[src/rtl/conversor_bcd_pkg.sv]
// -----------------------------------------------------------------------------
// conversor_bcd_pkg
//
// Shared definitions for the signed-binary to two-digit BCD converter:
//   - estado_t       : FSM state encoding (OCIOSO, CONVERTE, FIM)
//   - DIGITO_TRACO   : display code for a dash (overflow indication)
//   - DIGITO_APAGADO : display code for a blank digit
//   - LIMITE_DISPLAY : largest magnitude the two-digit display can show
//   - modulo_de()    : absolute value of an 8-bit two's-complement number
//
// Optional feature macro used by the converter: CONVERSOR_BCD_ZERO_BLANK_EN
// -----------------------------------------------------------------------------
package conversor_bcd_pkg;

    typedef enum logic [1:0] {
        OCIOSO   = 2'd0,
        CONVERTE = 2'd1,
        FIM      = 2'd2
    } estado_t;

    localparam logic [3:0] DIGITO_TRACO   = 4'hF;
    localparam logic [3:0] DIGITO_APAGADO = 4'hA;
    localparam logic [7:0] LIMITE_DISPLAY = 8'd99;

    // Number of double-dabble iterations: one per low magnitude bit.
    localparam int unsigned N_ITERACOES = 7;

    // Absolute value as an 8-bit unsigned quantity. -128 maps to 128,
    // which still fits in 8 unsigned bits.
    function automatic logic [7:0] modulo_de(input logic [7:0] valor);
        modulo_de = valor[7] ? (~valor + 8'd1) : valor;
    endfunction

endpackage

[src/rtl/conversor_bcd_ajuste.sv]
// -----------------------------------------------------------------------------
// ajuste_bcd
//
// Combinational add-3 correction for one BCD nibble in the double-dabble
// algorithm: a nibble of 5 or more gets 3 added so that the following left
// shift carries correctly into the next decimal digit.
//
// Ports:
//   digito    in  [3:0]  BCD nibble before correction
//   corrigido out [3:0]  nibble after the conditional +3
// -----------------------------------------------------------------------------
module ajuste_bcd (
    input  logic [3:0] digito,
    output logic [3:0] corrigido
);

    always_comb begin
        if (digito >= 4'd5) begin
            corrigido = digito + 4'd3;
        end else begin
            corrigido = digito;
        end
    end

endmodule

[src/rtl/conversor_bcd.sv]
// -----------------------------------------------------------------------------
// conversor_bcd
//
// Converts an 8-bit signed value into a sign flag plus two BCD digits for a
// double-digit 7-segment display. Conversion uses a sequential double-dabble
// over the low 7 magnitude bits, one iteration per clock, giving a fixed
// latency of 8 edges from the accepted start request to the pronto pulse.
// Magnitudes above 99 (including -128) show dashes on both digits.
//
// Handshake: inicio is a request sampled on a rising edge only while idle
// (ocupado=0); it is ignored otherwise. entrada is captured on that same
// edge. ocupado is high from the accepting edge until the result edge, and
// pronto pulses for exactly one cycle as the new results appear. Since the
// FSM is already idle during the pronto cycle, a request held in that cycle
// is accepted, so back-to-back conversions complete every 9 cycles.
//
// Ports:
//   clock    in        rising-edge clock
//   reset    in        asynchronous active-high reset
//   inicio   in        start request
//   entrada  in  [7:0] signed two's-complement value to convert
//   ocupado  out       conversion in progress
//   pronto   out       one-cycle pulse, results valid
//   sinal    out       negative flag for the display sign input
//   dezena   out [3:0] tens digit or display code
//   unidade  out [3:0] units digit or display code
//   estado   out       current FSM state, for observation
//
// Configuration macro: CONVERSOR_BCD_ZERO_BLANK_EN
//   defined   -> a tens digit of 0 is shown as blank (DIGITO_APAGADO)
//   undefined -> the tens digit is always the true digit (or dash)
// -----------------------------------------------------------------------------
module conversor_bcd
    import conversor_bcd_pkg::*;
(
    input  logic       clock,
    input  logic       reset,
    input  logic       inicio,
    input  logic [7:0] entrada,
    output logic       ocupado,
    output logic       pronto,
    output logic       sinal,
    output logic [3:0] dezena,
    output logic [3:0] unidade,
    output estado_t    estado
);

    // Shift register layout: [14:11] tens, [10:7] units, [6:0] binary bits
    // still to be shifted in.
    localparam int LARGURA_DESLOC = 15;

    logic [LARGURA_DESLOC-1:0] desloc;
    logic [LARGURA_DESLOC-1:0] desloc_prox;
    logic [2:0]                contador;
    logic                      sinal_cap;
    logic                      estouro_cap;

    logic [7:0]                modulo;
    logic [3:0]                dezena_ajust;
    logic [3:0]                unidade_ajust;
    logic [3:0]                dezena_final;
    logic [3:0]                unidade_final;

    // -------------------------------------------------------------------------
    // Combinational datapath
    // -------------------------------------------------------------------------
    assign modulo = modulo_de(entrada);

    ajuste_bcd u_ajuste_dezena (
        .digito    (desloc[14:11]),
        .corrigido (dezena_ajust)
    );

    ajuste_bcd u_ajuste_unidade (
        .digito    (desloc[10:7]),
        .corrigido (unidade_ajust)
    );

    // Correct both nibbles, then shift the whole register left by one.
    assign desloc_prox = {dezena_ajust[2:0], unidade_ajust, desloc[6:0], 1'b0};

    // Display codes presented at the result edge.
    always_comb begin
        dezena_final  = desloc[14:11];
        unidade_final = desloc[10:7];
        if (estouro_cap) begin
            dezena_final  = DIGITO_TRACO;
            unidade_final = DIGITO_TRACO;
        end else begin
`ifdef CONVERSOR_BCD_ZERO_BLANK_EN
            if (desloc[14:11] == 4'd0) begin
                dezena_final = DIGITO_APAGADO;
            end
`endif
        end
    end

    // -------------------------------------------------------------------------
    // FSM with registered outputs
    // -------------------------------------------------------------------------
    always_ff @(posedge clock or posedge reset) begin
        if (reset) begin
            estado      <= OCIOSO;
            ocupado     <= 1'b0;
            pronto      <= 1'b0;
            sinal       <= 1'b0;
            dezena      <= 4'h0;
            unidade     <= 4'h0;
            desloc      <= '0;
            contador    <= 3'd0;
            sinal_cap   <= 1'b0;
            estouro_cap <= 1'b0;
        end else begin
            pronto <= 1'b0;
            unique case (estado)
                OCIOSO: begin
                    if (inicio) begin
                        sinal_cap   <= entrada[7];
                        estouro_cap <= (modulo > LIMITE_DISPLAY);
                        // Only the low 7 bits are converted; anything that
                        // needs bit 7 is an overflow and shows dashes.
                        desloc      <= {8'd0, modulo[6:0]};
                        contador    <= 3'd0;
                        ocupado     <= 1'b1;
                        estado      <= CONVERTE;
                    end
                end

                CONVERTE: begin
                    desloc   <= desloc_prox;
                    contador <= contador + 3'd1;
                    if (contador == 3'(N_ITERACOES - 1)) begin
                        estado <= FIM;
                    end
                end

                FIM: begin
                    sinal   <= sinal_cap;
                    dezena  <= dezena_final;
                    unidade <= unidade_final;
                    pronto  <= 1'b1;
                    ocupado <= 1'b0;
                    estado  <= OCIOSO;
                end

                default: begin
                    ocupado <= 1'b0;
                    estado  <= OCIOSO;
                end
            endcase
        end
    end

endmodule

[config.mk]
export PLATFORM = sky130hd
export DESIGN_NAME = conversor_bcd
export DESIGN_NICKNAME = d
export VERILOG_FILES = /design/src/rtl/conversor_bcd_pkg.sv /design/src/rtl/conversor_bcd_ajuste.sv /design/src/rtl/conversor_bcd.sv
export SDC_FILE = /design/constraint.sdc
export NUM_CORES = 1
export LEC_CHECK = 0
export CORE_MARGIN = 2
export CORE_UTILIZATION = 40
export CTS_BUF_LIST = sky130_fd_sc_hd__clkbuf_4
export DETAILED_ROUTE_END_ITERATION = 16
export PLACE_DENSITY = 0.67
export SLEW_MARGIN = 20
export SYNTH_ARGS = -nofsm -noshare
export SYNTH_HDL_FRONTEND = slang
export SYNTH_HIERARCHICAL = 1
export SYNTH_SLANG_ARGS = --single-unit
[constraint.sdc]
create_clock -name clock -period 1.9 [get_ports clock]
set_clock_uncertainty 0.1 [all_clocks]
set_input_delay 0.57 -clock clock [delete_from_list [all_inputs] [get_ports clock]]
set_output_delay 0.57 -clock clock [all_outputs]
set_load 0.03 [all_outputs]
# Word level (Yosys, flattened, before mapping)
# Index checks and enable logic that the tools add are counted.
[word_totals]
out_inout_bits = 13
input_bits = 11
ff_bits = 33
[op_classes]
n_reduce_logical = 6
mux = 15
n_eq_ne = 5
addsub = 4
n_lt_le_gt_ge = 3
bitwise_logic = 2
[ops]
columns = ["operator", "count"]
rows = [
  ["case mux 15 bit (2 select lines)", 1],
  ["two-way mux 15 bit", 1],
  ["two-way mux 4 bit", 3],
  ["adder 8 x 1 -> 8 bit, second input constant", 1],
  [">= comparator 4 x 3 -> 1 bit, second input constant", 2],
  ["greater-than comparator 8 x 7 -> 1 bit, second input constant", 1],
  ["two-way mux 8 bit", 1],
  ["inverter 8 bit", 1],
  ["AND reduction 2 bit", 4],
  ["two-way mux 3 bit", 2],
  ["case mux 3 bit (2 select lines)", 1],
  ["adder 4 x 2 -> 4 bit, second input constant", 1],
  ["two-way mux 2 bit", 2],
  ["!= test 2 bit, second input constant", 2],
  ["case mux 2 bit (2 select lines)", 1],
  ["adder 3 x 1 -> 3 bit, second input constant", 1],
  ["adder 3 x 2 -> 3 bit, second input constant", 1],
  ["== test 3 bit, second input constant", 1],
  ["== test 2 x 1 -> 1 bit, second input constant", 1],
  ["== test 2 bit, second input constant", 1],
  ["zero test 2 bit", 1],
  ["two-way mux 1 bit", 2],
  ["case mux 1 bit (2 select lines)", 1],
  ["nonzero test 2 bit", 1],
  ["inverter 1 bit", 1],
]

# Depth between registers and ports, before layout
# Gate-level depths: netlist of the first run.
[logic_depth]
depth_word = 5
ltp_mapped = 7
depth_no_buf = 7

# By module
# The synthesis of the first run kept the hierarchy.
[modules_own_cells]
columns = ["mod", "area_each_um2", "cells_per_inst", "seq_area_each_um2", "instances"]
rows = [
  ["conversor_bcd", 1526.5, 162, 825.8, 1],
  ["ajuste_bcd", 101.3, 16, 0.0, 2],
]

# Worst setup path after synthesis of the first run
# No wires, ideal clock.
[synth_timing]
path_kind = "in2reg"
start = "input entrada[0]"
end = "register estouro_cap"
path_slack_ns = 0.253
t_arrival_ns = 1.419
stages = 6
t_required_ns = 1.672
path_cell_list = "inv_1 ha_1 o21ai_0 mux2_2 o221ai_1 o31ai_2"
[synth_via]
elab_chain_cells = 4
[synth_lines]
columns = ["item", "line", "source"]
rows = [
  ["start, declared", "conversor_bcd.sv:39", "input logic [7:0] entrada,"],
  ["inverter 8 bit", "conversor_bcd_pkg.sv:31", "modulo_de = valor[7] ? (~valor + 8'd1) : valor;"],
  ["adder 8 x 1 -> 8 bit", "conversor_bcd_pkg.sv:31", ""],
  ["two-way mux 8 bit *", "conversor_bcd_pkg.sv:31", ""],
  ["greater-than comparator 8 x 7 -> 1 bit *", "conversor_bcd.sv:119", "estouro_cap <= (modulo > LIMITE_DISPLAY);"],
  ["end signal, assigned", "conversor_bcd.sv:119", ""],
  ["end, declared", "conversor_bcd.sv:56", "logic estouro_cap;"],
]
# Every way passes the cells marked *; elsewhere a longest branch is shown, timed or not.
# A chain may end at the register's enable or synchronous reset.

# Final worst setup path of the first run
# Ends and elaborated chain as after synthesis.

==> results of run 1 <==
[timing repair]
item	CTS	global route
setup endpoints to repair	13	2
setup buffers	0	0
gates resized for setup	13	2
[final cells by class]
class	count	area, um2
Fill cell	379	1890
Sequential cell	33	826
Multi-Input combinational cell	138	810
Timing Repair Buffer	44	384
Tap cell	50	62.6
Clock buffer	6	45.0
Inverter	11	41.3
Clock inverter	1	3.75
[power by group through the flow]
stage / clock [mW] / combinational, mW / sequential, mW
floorplan: 0 / 0.884 / 1.43
CTS: 0.381 / 1.51 / 1.26
global placement: 0 / 1.54 / 1.26
detailed placement: 0 / 1.58 / 1.28
global route: 0.407 / 1.69 / 1.31
finish: 0.370 / 1.49 / 1.25
[worst paths after layout]
check	startpoint	cells after the start	to	slack, ns
hold / removal	dezena[3]	2	dezena[3]	0.38
max in group asynchronous	reset	3	desloc[9]	1.06
setup reg to reg	desloc[7]	6	desloc[9]	0.35
setup / recovery	entrada[0]	7	estouro_cap	0.06
min in group asynchronous	reset	3	dezena[3]	0.47
hold reg to reg	dezena[3]	2	dezena[3]	0.38
[critical path: stages]
cell and delay, ns:
clkdlybuf4s50_1 0.41, inv_1 0.07, ha_1 0.23, o21ai_0 0.10, mux2_2 0.26, o221ai_1 0.22, o31ai_2 0.08
[registers in the layout, indices dropped and copies added, names as in the netlist]
register / count
desloc: 15
ocupado: 1
estado: 2
estouro_cap: 1
unidade: 4
sinal_cap: 1
contador: 3
sinal: 1
dezena: 4
pronto: 1
[stage by stage]
stage	total power, mW	std cells	area [um2]	setup TNS [ns]	worst slack (ns)
finish	3.11	283	2170	0	0.0555
global route	3.41	283	2170	0	0.0176
CTS	3.15	283	2170	0	0.0569
detailed placement	2.86	276	2130	-1.12	-0.270
global placement	2.80	276	2130	-0.960	-0.233
floorplan	2.31	190	1710	0	0.253
[metal layers]
layer | part of all wire, % | GRT usage (%)
met1 | 46 | 18.1
met2 | 48 | 24.1
met3 | 4.2 | 4.65
met4 | 2.2 | 6.54
met5 | 0 | 0
==> results.cfg, run 1 <==
[run_status]
status = complete, no violations

[cells_and_area]
num_antenna_cells = 0
final_core_util_pct = 53.5
final_layout_size_suffix_gt1_share_pct = 15.5
areaGrowthSynthToFinish_pct = 27.1
nNetsFinal = 251
mostFrequentLayoutCells = nand2_1, dfrtp_1, o21ai_0
layout_commonest_cell = nand2_1

[cts]
clk_pin_slew_ns = 0.10
h-tree-depth = 2
cts.path.max_buffers = 2
ctsHoldBuffers = 0
root_buffer = clkbuf_4
cts_sinks = 33
cts_tree = yes
insertion_delay_ns = 0.33
cts_buffers = 5

[detailed_routing]
first_iter_violations = 72
avgViaCountPerCell = 4.89
routedWlPerCell_um = 11.4
drt_wl_total_um = 3220
vias = 1385
drtAntennaViolNets = 0
drc = 0
drtPass1Iterations = 4

[global_routing]
grt_first_pass_wirelength_um = 5820
antenna_found_initial = 0
grt_max_degree = 34
overflow = 0
first_global_vias = 1335
grt_util_all_layers_pct = 14.9

[power_and_ir_drop]
intPower_mw = 1.78
switching_share_pct = 42.8
p_sw_mw = 1.33
seqPwrFrac_pct = 40.3
vdd_drop_max_v = 0.000504
power_leakage_nw = 1.05
power_frac_clock_pct = 11.9
power.density_nw_per_um2 = 1430
pwr-share-comb_pct = 47.8

[timing]
period_share_pct = 97.1
period_minus_slack_ns = 1.84
rsz0062_at_grt = no
setup_viol = 0
hold_ws_ns = 0.377
slew_headroom_pct = 63.1
hold_viol = 0
worst_pin_slew_ns = 0.553
max_freq_mhz = 542
maxSlewViolCount = 0

[synthesis]
syn_area_um2 = 1710
syn_nets = 208
synthCells = 190
syn_area_per_cell_um2 = 9.00
yosysWarningCount = 6

[setup_path]
crit_type = in -> reg
arrival_ns = 1.96
worstPathRequired_ns = 2.01
endpoint_kind = register
cp-start-kind = input port
path_max_fanout = 5

[floorplan]
die_w_um = 69.4
fp.coreArea_um2 = 4060
fp.dieH_um = 69.4
initial_utilization_pct = 42.1
io_pins = 24
rows = 23
die_area_um2 = 4810

[worst_hold_path]
hold_path_class = reg -> reg

[place]
hpwl_um = 2420
gp_congestion = 0.794
io_buffer_count = 23

[job]
drv_cap = 0
Power figures use the tool's default switching activity.
==> run 2: changes to the inputs <==
--- a/config.mk
+++ b/config.mk
@@ -10,6 +10,7 @@
 export CTS_BUF_LIST = sky130_fd_sc_hd__clkbuf_4
 export DETAILED_ROUTE_END_ITERATION = 16
 export PLACE_DENSITY = 0.67
+export SKIP_CTS_REPAIR_TIMING = 1
 export SLEW_MARGIN = 20
 export SYNTH_ARGS = -nofsm -noshare
 export SYNTH_HDL_FRONTEND = slang
==> run 2 against run 1 <==
Effect of this change: critical path depth stayed put; wire length rose by 1.2%; flip-flop and latch count did not move; power increased by 2.0%; die area unchanged.
==> results.cfg, run 2 (synthesized netlist as in run 1, its figures left out) <==
[run_status]
status = complete, no violations

[detailed_routing]
drtPass1Iterations = 4
vias = 1389
drt_wl_total_um = 3260
drtAntennaViolNets = 0
drc = 0
avgViaCountPerCell = 4.91
first_iter_violations = 73
routedWlPerCell_um = 11.5

[cells_and_area]
top_regs = desloc: 15 flops, dezena: 4 flops, unidade: 4 flops
final_layout_size_suffix_gt1_share_pct = 15.5
layout_commonest_cell = nand2_1
largest_reg_flops = 15
areaGrowthSynthToFinish_pct = 29.9
mostFrequentLayoutCells = nand2_1, dfrtp_1, o21ai_0
nNetsFinal = 251
num_antenna_cells = 0
largest_register = desloc

[power_and_ir_drop]
power.density_nw_per_um2 = 1430
power_leakage_nw = 1.18
vdd_drop_max_v = 0.000501

[cts]
cts_tree = yes
root_buffer = clkbuf_4
insertion_delay_ns = 0.33
cts_sinks = 33
h-tree-depth = 2
cts.path.max_buffers = 2
cts_buffers = 5
clk_pin_slew_ns = 0.09

[setup_path]
endpoint_kind = register
crit_type = in -> reg
arrival_ns = 1.96
path_max_fanout = 5
worstPathRequired_ns = 2.01
cp-start-kind = input port

[global_routing]
overflow = 0
grt_first_pass_wirelength_um = 5820
grt_util_all_layers_pct = 14.9
antenna_found_initial = 0
grt_max_degree = 34
first_global_vias = 1332

[place]
hpwl_um = 2420
pre_cts_ws_ns = -0.270
gp_congestion = 0.794
io_buffer_count = 23

[timing]
max_freq_mhz = 542
setup_viol = 0
finalWorstSetupSlack_ns = 0.0563
maxSlewViolCount = 0
period_share_pct = 97.0
hold_viol = 0
rsz0062_at_grt = no
slew_headroom_pct = 63.6
worst_pin_slew_ns = 0.546
period_minus_slack_ns = 1.84
hold_ws_ns = 0.376

[job]
drv_cap = 0

[floorplan]
fp.coreArea_um2 = 4060
die_w_um = 69.4
fp.dieH_um = 69.4
die_area_um2 = 4810
io_pins = 24
rows = 23
initial_utilization_pct = 42.1

[worst_hold_path]
hold_path_class = reg -> reg
[run 2: cell count changes in the layout (fill, tap and decap cells not counted)]
cell,before,now
dlymetal6s2s_1,0,13
dlygate4sd2_1,13,0
[run 2: final cells by class]
| type | instances | area [um2] |
|---|---|---|
| Clock buffer | 6 | 45.0 |
| Tap cell | 50 | 62.6 |
| Inverter | 11 | 41.3 |
| Fill cell | 376 | 1840 |
| Clock inverter | 1 | 3.75 |
| Sequential cell | 33 | 826 |
| Timing Repair Buffer | 44 | 433 |
| Multi-Input combinational cell | 138 | 810 |
[run 2: path summary, 6_finish.rpt]
path | start | cells after the start | end | slack [ns]
setup reg to reg | desloc[7] | 6 | desloc[9] | 0.34
min in group asynchronous | reset | 3 | desloc[14] | 0.47
setup / recovery | entrada[0] | 7 | estouro_cap | 0.06
max in group asynchronous | reset | 3 | contador[0] | 1.06
hold / removal | dezena[3] | 2 | dezena[3] | 0.38
hold reg to reg | dezena[3] | 2 | dezena[3] | 0.38
[run 2: power by group]
part / switching [mW] / internal, mW / total [mW] / leakage, nW
Combinational: 0.871 / 0.679 / 1.55 / 0.736
Clock: 0.219 / 0.148 / 0.368 / 0.0292
Sequential: 0.245 / 1.01 / 1.25 / 0.412
Total: 1.34 / 1.84 / 3.17 / 1.18
[run 2: worst max-delay path: stages]
cell and delay, ns:
clkdlybuf4s50_1 0.41, inv_1 0.07, ha_1 0.23, o21ai_0 0.10, mux2_2 0.26, o221ai_1 0.22
o31ai_2 0.08
[run 2: per-layer routing]
| metal | GRT usage, % | share of wire (%) | vias to the layer above |
|---|---|---|---|
| met5 | 0 | 0 | - |
| met4 | 6.54 | 2.2 | 0 |
| met2 | 24.1 | 48 | 27 |
| met1 | 18.1 | 45 | 631 |
| met3 | 4.65 | 4.8 | 9 |
| li1 | - | - | 722 |
[run 2: per-stage QoR]
stage               instances  utilization, %  power [mW]  area [um2]  setup TNS (ns)
finish                    283            54.7        3.17        2220               0
global route              283            54.7        3.48        2220               0
CTS                       283            53.8        3.23        2180           -1.80
detailed placement        276            52.6        2.86        2130           -1.12
global placement          276            52.6        2.80        2130          -0.960
floorplan                 190               -        2.31        1710               0
==> run 3: changes to the inputs <==
--- a/config.mk
+++ b/config.mk
@@ -6,13 +6,12 @@
 export NUM_CORES = 1
 export LEC_CHECK = 0
 export CORE_MARGIN = 2
-export CORE_UTILIZATION = 40
+export CORE_UTILIZATION = 50
 export CTS_BUF_LIST = sky130_fd_sc_hd__clkbuf_4
 export DETAILED_ROUTE_END_ITERATION = 16
-export PLACE_DENSITY = 0.67
+export PLACE_DENSITY = 0.8
 export SKIP_CTS_REPAIR_TIMING = 1
 export SLEW_MARGIN = 20
 export SYNTH_ARGS = -nofsm -noshare
 export SYNTH_HDL_FRONTEND = slang
-export SYNTH_HIERARCHICAL = 1
 export SYNTH_SLANG_ARGS = --single-unit
==> run 3 against run 2 <==
Effect of this change: die area is 17% lower; fmax is 0.66% higher; critical path depth stayed put; synthesized cell count is 5.3% lower; sequential share of layout area is 0.084 points lower; combinational power is 9% lower; register-to-register slack worse by 0.07 ns; wire length is 16% higher; utilization is 12 points higher; count of clock-buffer cells in the layout is 1 lower; non-clock buffer count is 1 lower.
==> results.cfg, run 3 <==
[setup_path]
worstRegToRegCells = 4
worstPathRequired_ns = 2.01
r2r-start = estado[1]
endpoint_kind = register
path_max_fanout = 6
cp-start-kind = input port
rrSetupSlack_ns = 0.27
crit_type = in -> reg
cp_slowest_cell = clkdlybuf4s50_1
reg2reg_to = desloc[4]
max_stage_delay_ns = 0.42
arrival_ns = 1.95
path_cells = clkdlybuf4s50_1, inv_1, ha_2, o21ai_0, mux2_2, o221ai_2, o31ai_2

[synthesis]
synthArstFlopShare_pct = 100
syn_area_um2 = 1740
yosys-top-cells-count = dfrtp_1, o21ai_0, nand2_1
yosysTopAreaCell = dfrtp_1
synth_flop_cell = dfrtp_1
ys_ff_latch = 33
synth_top_area_share_pct = 47.4
synthDistinctLibCells = 44
yosysMostFrequentCell = dfrtp_1
synthCells = 180
synth_edf_count = 0
syn_nets = 198
syn_area_per_cell_um2 = 9.68
synth_area_leaders = dfrtp_1, o21ai_0, ha_1
seq_area_frac_synth_pct = 47.4
yosysWarningCount = 0

[cts]
cts_buffers = 5
root_buffer = clkbuf_4
clk_pin_slew_ns = 0.10
insertion_delay_ns = 0.33
cts.path.max_buffers = 2
h-tree-depth = 2
cts_tree = yes
cts_sinks = 33

[timing]
max_freq_mhz = 546
maxSlewViolCount = 0
setup_viol = 0
period_minus_slack_ns = 1.83
period_share_pct = 96.4
setup_tns_ns = 0
hold_viol = 0
hold_ws_ns = 0.380
rsz0062_at_grt = no
worst_pin_slew_ns = 0.437
slew_headroom_pct = 70.8

[cells_and_area]
top_regs = desloc: 15 flops, dezena: 4 flops, unidade: 4 flops
layout_commonest_cell = dfrtp_1
fill_cells = 295
finalNonFillerCells = 271
nNetsFinal = 242
largest_register = desloc
largest_reg_flops = 15
final_layout_size_suffix_gt1_share_pct = 18.2
areaGrowthSynthToFinish_pct = 27.8
multi_input_area_um2 = 832
num_antenna_cells = 0
final_core_util_pct = 66.7
regArea_um2 = 826
mostFrequentLayoutCells = dfrtp_1, o21ai_0, nand2_1

[floorplan]
initial_utilization_pct = 52.2
die_w_um = 63.0
fp.coreArea_um2 = 3340
die_area_um2 = 3970
fp.dieH_um = 63.0
rows = 21
io_pins = 24

[detailed_routing]
first_iter_violations = 75
drc = 0
avgViaCountPerCell = 5.40
drtPass1Iterations = 4
vias = 1464
drt_wl_total_um = 3790
routedWlPerCell_um = 14.0
drtAntennaViolNets = 0

[global_routing]
grt_max_degree = 34
first_global_vias = 1483
antenna_found_initial = 0
grt_util_all_layers_pct = 20.5
grt_first_pass_wirelength_um = 6240
overflow = 0

[power_and_ir_drop]
p_total_mw = 3.04
power_leakage_nw = 1.17
vdd_drop_max_v = 0.000616
power.density_nw_per_um2 = 1370

[place]
io_buffer_count = 23
gp_congestion = 0.839
hpwl_um = 2900
dp_cells = 263

[run_status]
status = complete, no violations

[worst_hold_path]
hold_path_class = reg -> reg
holdPathEnd = unidade[0]
min_from = unidade[0]
hold-path-cell-count = 2

[job]
drv_cap = 0
[run 3: cell types whose count changed in the layout (fill, tap and decap cells not counted), sizes merged, moves of 3 or more]
cell,previous run,this run
o22ai,1,4
nand2,39,24
nand3,4,1
a21oi,5,8
a22o,0,4
nor2,18,13
nand2b,5,2
a22oi,4,1
o21ai,30,25
[run 3: cells by family after synthesis]
group	share of synthesized area [%]
fa+ha+maj	5.03
flops	47.4
mux	3.59
compound gates	20.1
xor+xnor	3.02
buf+inv	5.32
simple gates	15.5
[run 3: where the power goes]
part           internal (mW)  switching (mW)
combinational          0.637           0.769
sequential             0.992           0.279
clock                  0.134           0.232
[run 3: worst max-delay path: cells and delay by family]
| kind | cells | cell delay [ns] |
|---|---|---|
| compound gates | 3 | 0.35 |
| fa+ha+maj | 1 | 0.23 |
| buf+inv | 2 | 0.50 |
| mux | 1 | 0.28 |
[run 3: layout make-up]
type	count	area share [%]
inverters	12	2.02
repair buffers	43	18.7
multi-input cells	129	37.4
well taps	46	2.59
clock buffers	5	1.69
clock inverters	3	0.562
flip-flops and latches	33	37.1
[run 3: worst max path at each step]
stage / from / end / slack [ns] / cells after the start
2_1_floorplan: entrada[1] / estouro_cap / 0.23 / 6
3_3_place_gp: entrada[1] / estouro_cap / -0.24 / 7
3_5_place_dp: entrada[0] / estouro_cap / -0.36 / 7
4_1_cts: sinal / sinal / -0.15 / 1
5_1_grt: entrada[1] / estouro_cap / 0.003 / 7
6_report: entrada[0] / estouro_cap / 0.07 / 7
[run 3: per-stage QoR]
step	cell area, um2	setup WS, ns
after CTS	2190	-0.155
after global routing	2230	0.00329
after global placement	2140	-0.241
after floorplan	1740	0.234
final	2230	0.0684
after detailed placement	2140	-0.363
[run 3: routing by layer]
metal  global-route usage (%)  routed length [um]  vias to the layer above
met5                        0                   0                        -
met4                     10.3                  62                        0
met3                     5.95                 160                        7
met2                     38.6                2090                       43
met1                     20.1                1470                      699
li1                         -                   -                      715
